$ cat src/rtl/ram_write_serializer_4w_pkg.sv
// Shared definitions for the write-side serializer of the 16-deep
// multi-read/single-write register-file RAMs.
//   NPORT      : number of independent write request ports
//   port_vec_t : one bit per request port (valid, ready, grant, pending)
//   age_mat_t  : age matrix, [i][j] = 1 means slot i was accepted before slot j
// The request payload struct (addr, data) depends on the instantiating
// module's ADDR_W/WIDTH, so it is declared inside that module.
package ram_write_serializer_4w_pkg;

  localparam int NPORT = 4;

  typedef logic [NPORT-1:0] port_vec_t;
  typedef logic [NPORT-1:0][NPORT-1:0] age_mat_t;

endpackage

$ cat src/rtl/ram_write_serializer_4w_age_matrix_arbiter_4.sv
// Age-matrix arbiter for four in-order slots.
// Grants the oldest requesting slot; tracks relative acceptance order of
// occupied slots in an age matrix.
// Ports:
//   clk, rst_n : clock, asynchronous active-low reset (clears the matrix)
//   req        : slots competing this cycle (one-hot grant among them)
//   occ        : slots currently occupied (pending)
//   alloc      : slots loaded with a new entry at the next edge
//   grant      : one-hot grant of the oldest requester, or zero
//   older      : age matrix state, [i][j] = 1 means slot i is older than j
// Parameter LOW_FIRST picks the same-cycle tiebreak: 1 makes the lower
// index older among simultaneous allocations.
module age_matrix_arbiter_4
  import ram_write_serializer_4w_pkg::*;
#(
  parameter bit LOW_FIRST = 1'b1
) (
  input  logic      clk,
  input  logic      rst_n,
  input  port_vec_t req,
  input  port_vec_t occ,
  input  port_vec_t alloc,
  output port_vec_t grant,
  output age_mat_t  older
);

  age_mat_t older_q;
  age_mat_t older_d;
  port_vec_t blocked;

  // A requester is blocked when any other requester is older than it.
  always_comb begin
    blocked = '0;
    grant   = '0;
    for (int i = 0; i < NPORT; i++) begin
      for (int j = 0; j < NPORT; j++) begin
        if (j != i && req[j] && older_q[j][i]) begin
          blocked[i] = 1'b1;
        end
      end
      grant[i] = req[i] && !blocked[i];
    end
  end

  // A newly allocated slot becomes younger than every slot that stays
  // occupied across the edge. Among slots allocated together, the
  // tiebreak decides. Bits involving empty slots are stale and get
  // rewritten when those slots are allocated again.
  always_comb begin
    older_d = older_q;
    for (int i = 0; i < NPORT; i++) begin
      if (alloc[i]) begin
        for (int j = 0; j < NPORT; j++) begin
          if (j != i) begin
            if (occ[j] && !grant[j]) begin
              older_d[j][i] = 1'b1;
              older_d[i][j] = 1'b0;
            end else if (alloc[j]) begin
              older_d[j][i] = LOW_FIRST ? (j < i) : (j > i);
              older_d[i][j] = LOW_FIRST ? (i < j) : (i > j);
            end
          end
        end
      end
    end
    for (int i = 0; i < NPORT; i++) begin
      older_d[i][i] = 1'b0;
    end
  end

  always_ff @(posedge clk or negedge rst_n) begin
    if (!rst_n) begin
      older_q <= '0;
    end else begin
      older_q <= older_d;
    end
  end

  assign older = older_q;

endmodule

$ cat src/rtl/ram_write_serializer_4w.sv
// Write-side front end for the 16-deep multi-read/single-write RAMs.
// Accepts up to four write requests per cycle into per-port pending slots
// and commits them one per cycle through the RAM write port, oldest first.
// Handshake: a transfer on port i happens at the rising clk edge where
// req_valid[i] && req_ready[i]; req_ready[i] depends only on registered
// state and wr_stall, never on req_valid.
// Ports:
//   clk, rst_n : clock, asynchronous active-low reset
//   req_valid  : per-port write request valid
//   req_ready  : per-port ready (slot empty, or its entry commits this cycle)
//   req_addr   : per-port write address
//   req_data   : per-port write data
//   wr_stall   : downstream hold; no commit and no slot change while high
//   addrw, din : RAM write address/data (zero when wea=0)
//   wea        : RAM write enable
//   idle       : no pending slots
//   age_state  : age matrix state, for observation only
module ram_write_serializer_4w
  import ram_write_serializer_4w_pkg::*;
#(
  parameter int WIDTH  = 32,
  parameter int ADDR_W = 4
) (
  input  logic                              clk,
  input  logic                              rst_n,
  input  logic [NPORT-1:0]                  req_valid,
  output logic [NPORT-1:0]                  req_ready,
  input  logic [NPORT-1:0][ADDR_W-1:0]      req_addr,
  input  logic [NPORT-1:0][WIDTH-1:0]       req_data,
  input  logic                              wr_stall,
  output logic [ADDR_W-1:0]                 addrw,
  output logic [WIDTH-1:0]                  din,
  output logic                              wea,
  output logic                              idle,
  output age_mat_t                          age_state
);

  typedef struct packed {
    logic [ADDR_W-1:0] addr;
    logic [WIDTH-1:0]  data;
  } write_req_t;

  write_req_t slot_q [NPORT];
  port_vec_t  pend_q;
  port_vec_t  cand;
  port_vec_t  grant;
  port_vec_t  accept;

  // Stall removes every slot from arbitration, which freezes commits.
  assign cand = pend_q & ~{NPORT{wr_stall}};

  age_matrix_arbiter_4 #(
    .LOW_FIRST (1'b1)
  ) u_arb (
    .clk   (clk),
    .rst_n (rst_n),
    .req   (cand),
    .occ   (pend_q),
    .alloc (accept),
    .grant (grant),
    .older (age_state)
  );

  // A slot committing this cycle can take a new request at the same edge.
  assign req_ready = ~pend_q | grant;
  assign accept    = req_valid & req_ready;

  always_ff @(posedge clk or negedge rst_n) begin
    if (!rst_n) begin
      pend_q <= '0;
    end else begin
      pend_q <= (pend_q & ~grant) | accept;
    end
  end

  // Slot payload needs no reset: it is only observed while pending.
  always_ff @(posedge clk) begin
    for (int i = 0; i < NPORT; i++) begin
      if (accept[i]) begin
        slot_q[i] <= '{addr: req_addr[i], data: req_data[i]};
      end
    end
  end

  // Grant is one-hot or zero, so an OR-mux yields zeros when idle.
  always_comb begin
    addrw = '0;
    din   = '0;
    for (int i = 0; i < NPORT; i++) begin
      if (grant[i]) begin
        addrw = addrw | slot_q[i].addr;
        din   = din | slot_q[i].data;
      end
    end
  end

  assign wea  = |grant;
  assign idle = ~|pend_q;

endmodule

$ cat config.mk
export PLATFORM = sky130hd
export DESIGN_NAME = ram_write_serializer_4w
export DESIGN_NICKNAME = d
export VERILOG_FILES = /design/src/rtl/ram_write_serializer_4w_pkg.sv /design/src/rtl/ram_write_serializer_4w_age_matrix_arbiter_4.sv /design/src/rtl/ram_write_serializer_4w.sv
export SDC_FILE = /design/constraint.sdc
export NUM_CORES = 1
export LEC_CHECK = 0
export ABC_AREA = 1
export CORE_ASPECT_RATIO = 1.25
export CORE_UTILIZATION = 46
export CTS_CLUSTER_DIAMETER = 50
export DETAILED_ROUTE_END_ITERATION = 8
export PLACE_DENSITY_LB_ADDON = 0.1
export SYNTH_ARGS = -nofsm -noshare
export SYNTH_HDL_FRONTEND = slang
export SYNTH_SLANG_ARGS = --single-unit
export TNS_END_PERCENT = 50
$ cat constraint.sdc
create_clock -name clk -period 2.77 [get_ports clk]
set_input_delay 0.4155 -clock clk [delete_from_list [all_inputs] [get_ports clk]]
set_output_delay 0.4155 -clock clk [all_outputs]
set_load 0.01 [all_outputs]
# Word-level counts from Yosys, hierarchy flattened

Memory sizes are Yosys's and may differ from the RTL's.
Cells that the tools add are included.

Register bits: 16
Bits in writable memories: 144
Input port bits: 151
Output and inout port bits: 58
Word-level logic and storage cells: 137
Memories: 1

Muxes and demuxes: 86
Bitwise logic cells: 14
Reduce and logical (&&, ||, !) cells: 31

Memories:

| memory | words | bits a word | read ports | clocked after Yosys merged registers in | wr ports | RTL line                      | RTL |
|---|---|---|---|---|---|---|---|
| slot_q | 4     | 36          | 4          | 0                                       | 4        | ram_write_serializer_4w.sv:43 | `write_req_t slot_q [NPORT];` |

Operators with widths:

| kind               | number |
|---|---|
| two-way mux 32 bit | 4 |
| bitwise OR 32 bit  | 3 |
| two-way mux 1 bit  | 74 |
| two-way mux 4 bit  | 6 |
| logical AND 1 bit  | 20 |
| bitwise OR 4 bit   | 5 |
| bitwise AND 4 bit  | 3 |
| NOT 4 bit          | 3 |
| zero test 1 bit    | 9 |
| OR reduction 4 bit | 2 |
| two-way mux 2 bit  | 2 |

# Depth between registers and ports, before layout

Word-level depth: 16
Gate-level depth with buffers: 10
Gate-level depth less buffers: 10

# By module

A second synthesis with hierarchy kept.

Cells, all modules: 639
Area total of the unflattened synthesis: 6,782.8 um2

By module, submodules not included:

| module                  | instances | cells an instance | area an instance (um2) | seq. area each (um2) |
|---|---|---|---|---|
| ram_write_serializer_4w | 1         | 520               | 6,012.0                | 4,424.2 |
| age_matrix_arbiter_4    | 1         | 119               | 770.7                  | 300.3 |

# Worst setup path before layout

No wires, ideal clock.

Path type: input to register
Start: input port wr_stall
End: memory slot_q[1][0] (netlist name), enable pin
Setup time: 0.408 ns
Arrival time: 2.003 ns
Setup slack: 0.359 ns
Stages: 5
Cell sequence: inv_2 nand2_2 nor2_8 nand3_4 a21oi_2

RTL lines:

| item            | RTL line                      | RTL |
|---|---|---|
| start, declared | ram_write_serializer_4w.sv:30 | `input logic wr_stall,` |
| end, declared   | ram_write_serializer_4w.sv:43 |  |

# Final worst setup path

Start: input port wr_stall
End: output port wea

Word-level cells in the longest chain between the ends: 9
Elaborated cells on any way between the ends: 35
Those cells by class: 12 x mux; 2 x bitwise; 21 x reduce/logical

RTL lines:

| item                            | RTL line                                           | RTL |
|---|---|---|
| NOT 4 bit *                     | ram_write_serializer_4w.sv:50                      | `assign cand = pend_q & ~{NPORT{wr_stall}};` |
| bitwise AND 4 bit *             | ram_write_serializer_4w.sv:50                      |  |
| logical AND 1 bit               | ram_write_serializer_4w_age_matrix_arbiter_4.sv:37 | `if (j != i && req[j] && older_q[j][i]) begin` |
| two-way mux 1 bit (3 in series) | ram_write_serializer_4w_age_matrix_arbiter_4.sv:37 |  |
| zero test 1 bit                 | ram_write_serializer_4w_age_matrix_arbiter_4.sv:41 | `grant[i] = req[i] && !blocked[i];` |
| logical AND 1 bit               | ram_write_serializer_4w_age_matrix_arbiter_4.sv:41 |  |
| OR reduction 4 bit *            | ram_write_serializer_4w.sv:97                      | `assign wea = \|grant;` |
| end, declared                   | ram_write_serializer_4w.sv:33                      | `output logic wea,` |

Every way passes the cells marked *; elsewhere a longest branch is shown, timed or not.

==> out/metrics.yaml <==
floorplanning:
  die_h_um: 133
  start_util: 0.472
  die_w_um: 106
  fp-row-count: 47
  core_um2: 13300
  pin_count: 209
  dieArea_um2: 14100
placement:
  gp_congestion: 0.881
  numPortBuffers: 204
  dpl_cell_area_um2: 8790
  dp_hpwl_um: 11800
  place_ws_ps: -58.6
detailed_routing:
  vias: 4608
  post_drt_wl_per_cell_um: 19.2
  drc: 0
  routed_wl_um: 16800
  initialDrtViolationCount: 303
  viasPerCell: 5.25
  drt_first_pass_iters: 5
  ant_nets: 0
status:
  outcome: "complete, no violations"
clock_network:
  cts_tree: "done"
  clockBufferDepth: 2
  cts_root_buf: "clkbuf_16"
  clk_pin_slew_worst_paths_ps: 60
  clk_latency_ps: 420
  cts_setup_buffers: 0
  ctsHoldBuffers: 0
  cts_buffers: 17
  cts_sinks: 160
  htreeDepth: 4
logic_synthesis:
  syn_inst: 467
  netlist_area_um2: 6280
  syn_avg_cell_area_um2: 13.4
  netlist-cell-type-count: 23
  ys_seq_elements: 160
  synth_seq_area_share: 0.753
  synth_warnings: 0
worst_setup_path:
  crit_required_ps: 2350
  crit_arrival_ps: 2250
  cp_max_fo: 24
  critPathLaunchType: "input pin"
  path_class: "in -> out"
  crit_path_end_kind: "output port"
sta:
  finalSetupViolCount: 0
  worst_slew_pin_slew_ps: 721
  hold_violations: 0
  layout_setup_ws_ps: 102
  skew_ps: 4.98
  tns_ps: 0
  rsz0062_at_grt: "false"
  slew_violations: 0
  max_freq_mhz: 375
  worst_slew_margin_rel: 0.518
  min_period_ps: 2670
  fin_crit_sh: 0.963
  timing.hold.ws_ps: 429
global_route:
  overflow: 0
  antenna_found_initial: 1
  grt_pass1_wl_um: 25400
  grt_max_degree: 39
  grt_usage: 0.246
  grt_pass1_vias: 4811
layout:
  layout_common_cells: "166 x clkdlybuf4s50_1, 144 x edfxtp_1, 105 x nand2_1"
  areaGrowthSynthToFinish_pct: 48.9
  finalInstanceArea_um2: 9340
  drive_above_1_share: 0.103
  fin_util: 0.703
  nets: 847
  diodes: 0
  final_common_cell: "clkdlybuf4s50_1"
power_and_ir_drop:
  pwr-share-clk: 0.247
  p_seq_frac: 0.400
  combPwrFrac: 0.353
  power_density_nw_per_um2: 915
  p_switching_uw: 2740
  vdd_drop_max_v: 0.000791
  leakage_uw: 0.00378
  internal_power_uw: 5810
  swShare: 0.320
flow_run:
  cap_viol_max_count: 0
hold_path:
  hold_class: "in -> async"
-- area by class of cell --
| cell class | instances | area, µm² |
|---|---|---|
| clock buffer | 18 | 429 |
| sequential | 160 | 4720 |
| clock inverter | 11 | 95.1 |
| inverter | 62 | 233 |
| timing repair buffer | 230 | 2410 |
| fill | 956 | 3950 |
| tap | 171 | 214 |
| multi-input combinational | 225 | 1230 |
-- registers in the layout (all words and copies together), names as in the netlist, named ones only --
signal	count
slot_q	144
pend_q	4
u_arb.older	2
-- power by group through the flow --
| stage | Clock [µW] | Sequential (µW) | Combinational [µW] |
|---|---|---|---|
| 3_3_place_gp | 0 | 3450 | 3150 |
| 3_5_place_dp | 0 | 3460 | 3210 |
| 5_1_grt | 2230 | 3450 | 3250 |
| 2_1_floorplan | 0 | 3450 | 1310 |
| 6_report | 2110 | 3420 | 3020 |
| 4_1_cts | 2140 | 3420 | 3110 |
-- stage by stage --
step	power (µW)	cells
after floorplan	4760	470
after global placement	6590	848
after detailed placement	6670	848
after CTS	8660	877
after global routing	8930	877
final	8550	877
-- what timing repair did --
item / 4_1_cts / 5_1_grt
endpoints found under the setup margin: 18 / 20
endpoints found under the hold margin: 0 / 0
cloned: 0 / 0
gates resized for setup: 18 / 20
-- logic make-up (layout without fill, tap and decap cells) --
| family | count (synthesis) | count (layout) | share of synthesized area |
|---|---|---|---|
| AOI/OAI and AO/OA | 45 | 45 | 0.0586 |
| buffers and inverters | 85 | 321 | 0.0558 |
| DFF | 160 | 160 | 0.753 |
| other | 1 | 4 | 0.000597 |
| and+or+nand+nor | 176 | 176 | 0.132 |
-- synthesized netlist by cell type --
| library cell | number | area (µm²) |
|---|---|---|
| edfxtp_1 | 144 | 4320 |
| nand2_1 | 105 | 394 |
| inv_1 | 57 | 214 |
| nand4_1 | 37 | 231 |
| o2111ai_1 | 36 | 315 |
| dfrtp_1 | 16 | 400 |
| nor2_1 | 14 | 52.6 |
| buf_2 | 13 | 65.1 |
| nand3_1 | 7 | 35.0 |
| clkbuf_1 | 6 | 22.5 |
| nand2_2 | 6 | 37.5 |
| inv_2 | 5 | 18.8 |
| a21oi_1 | 4 | 20.0 |
| buf_4 | 4 | 30.0 |
| nand3_2 | 3 | 30.0 |
| a21oi_2 | 2 | 17.5 |
| o21ai_0 | 2 | 10.0 |
| conb_1 | 1 | 3.75 |
| nand3_4 | 1 | 17.5 |
| nor2_2 | 1 | 6.26 |
| nor2_8 | 1 | 20.0 |
| nor4_1 | 1 | 6.26 |
| o21ai_1 | 1 | 5.00 |
-- worst max-delay path: stages --
cell,delay [ps]
clkdlybuf4s50_1,510
inv_2,90
buf_4,140
nand3_2,100
buf_12,180
nand3_4,120
nand4_1,110
clkdlybuf4s50_1,570
-- per-layer routing --
layer | global-route usage | part of all wire | vias up
met4 | 0.0769 | 0.017 | 2
met3 | 0.0695 | 0.080 | 25
li1 | - | - | 2139
met2 | 0.435 | 0.52 | 215
met1 | 0.288 | 0.38 | 2227
met5 | 0 | 0.00065 | -
-- worst paths after layout --
path / startpoint / end / slack (ps) / cells after the start
min in group clk: flop / flop / 530 / 2
hold reg to reg: flop / flop / 530 / 2
hold / removal: rst_n / asynchronous set/reset pin / 430 / 1
setup / recovery: wr_stall / wea / 100 / 8
setup reg to reg: pend_q[3] / slot_q[0][0] / 790 / 9
max in group asynchronous: rst_n / pend_q[0] / 1890 / 1
Power figures use the tool's default switching activity.
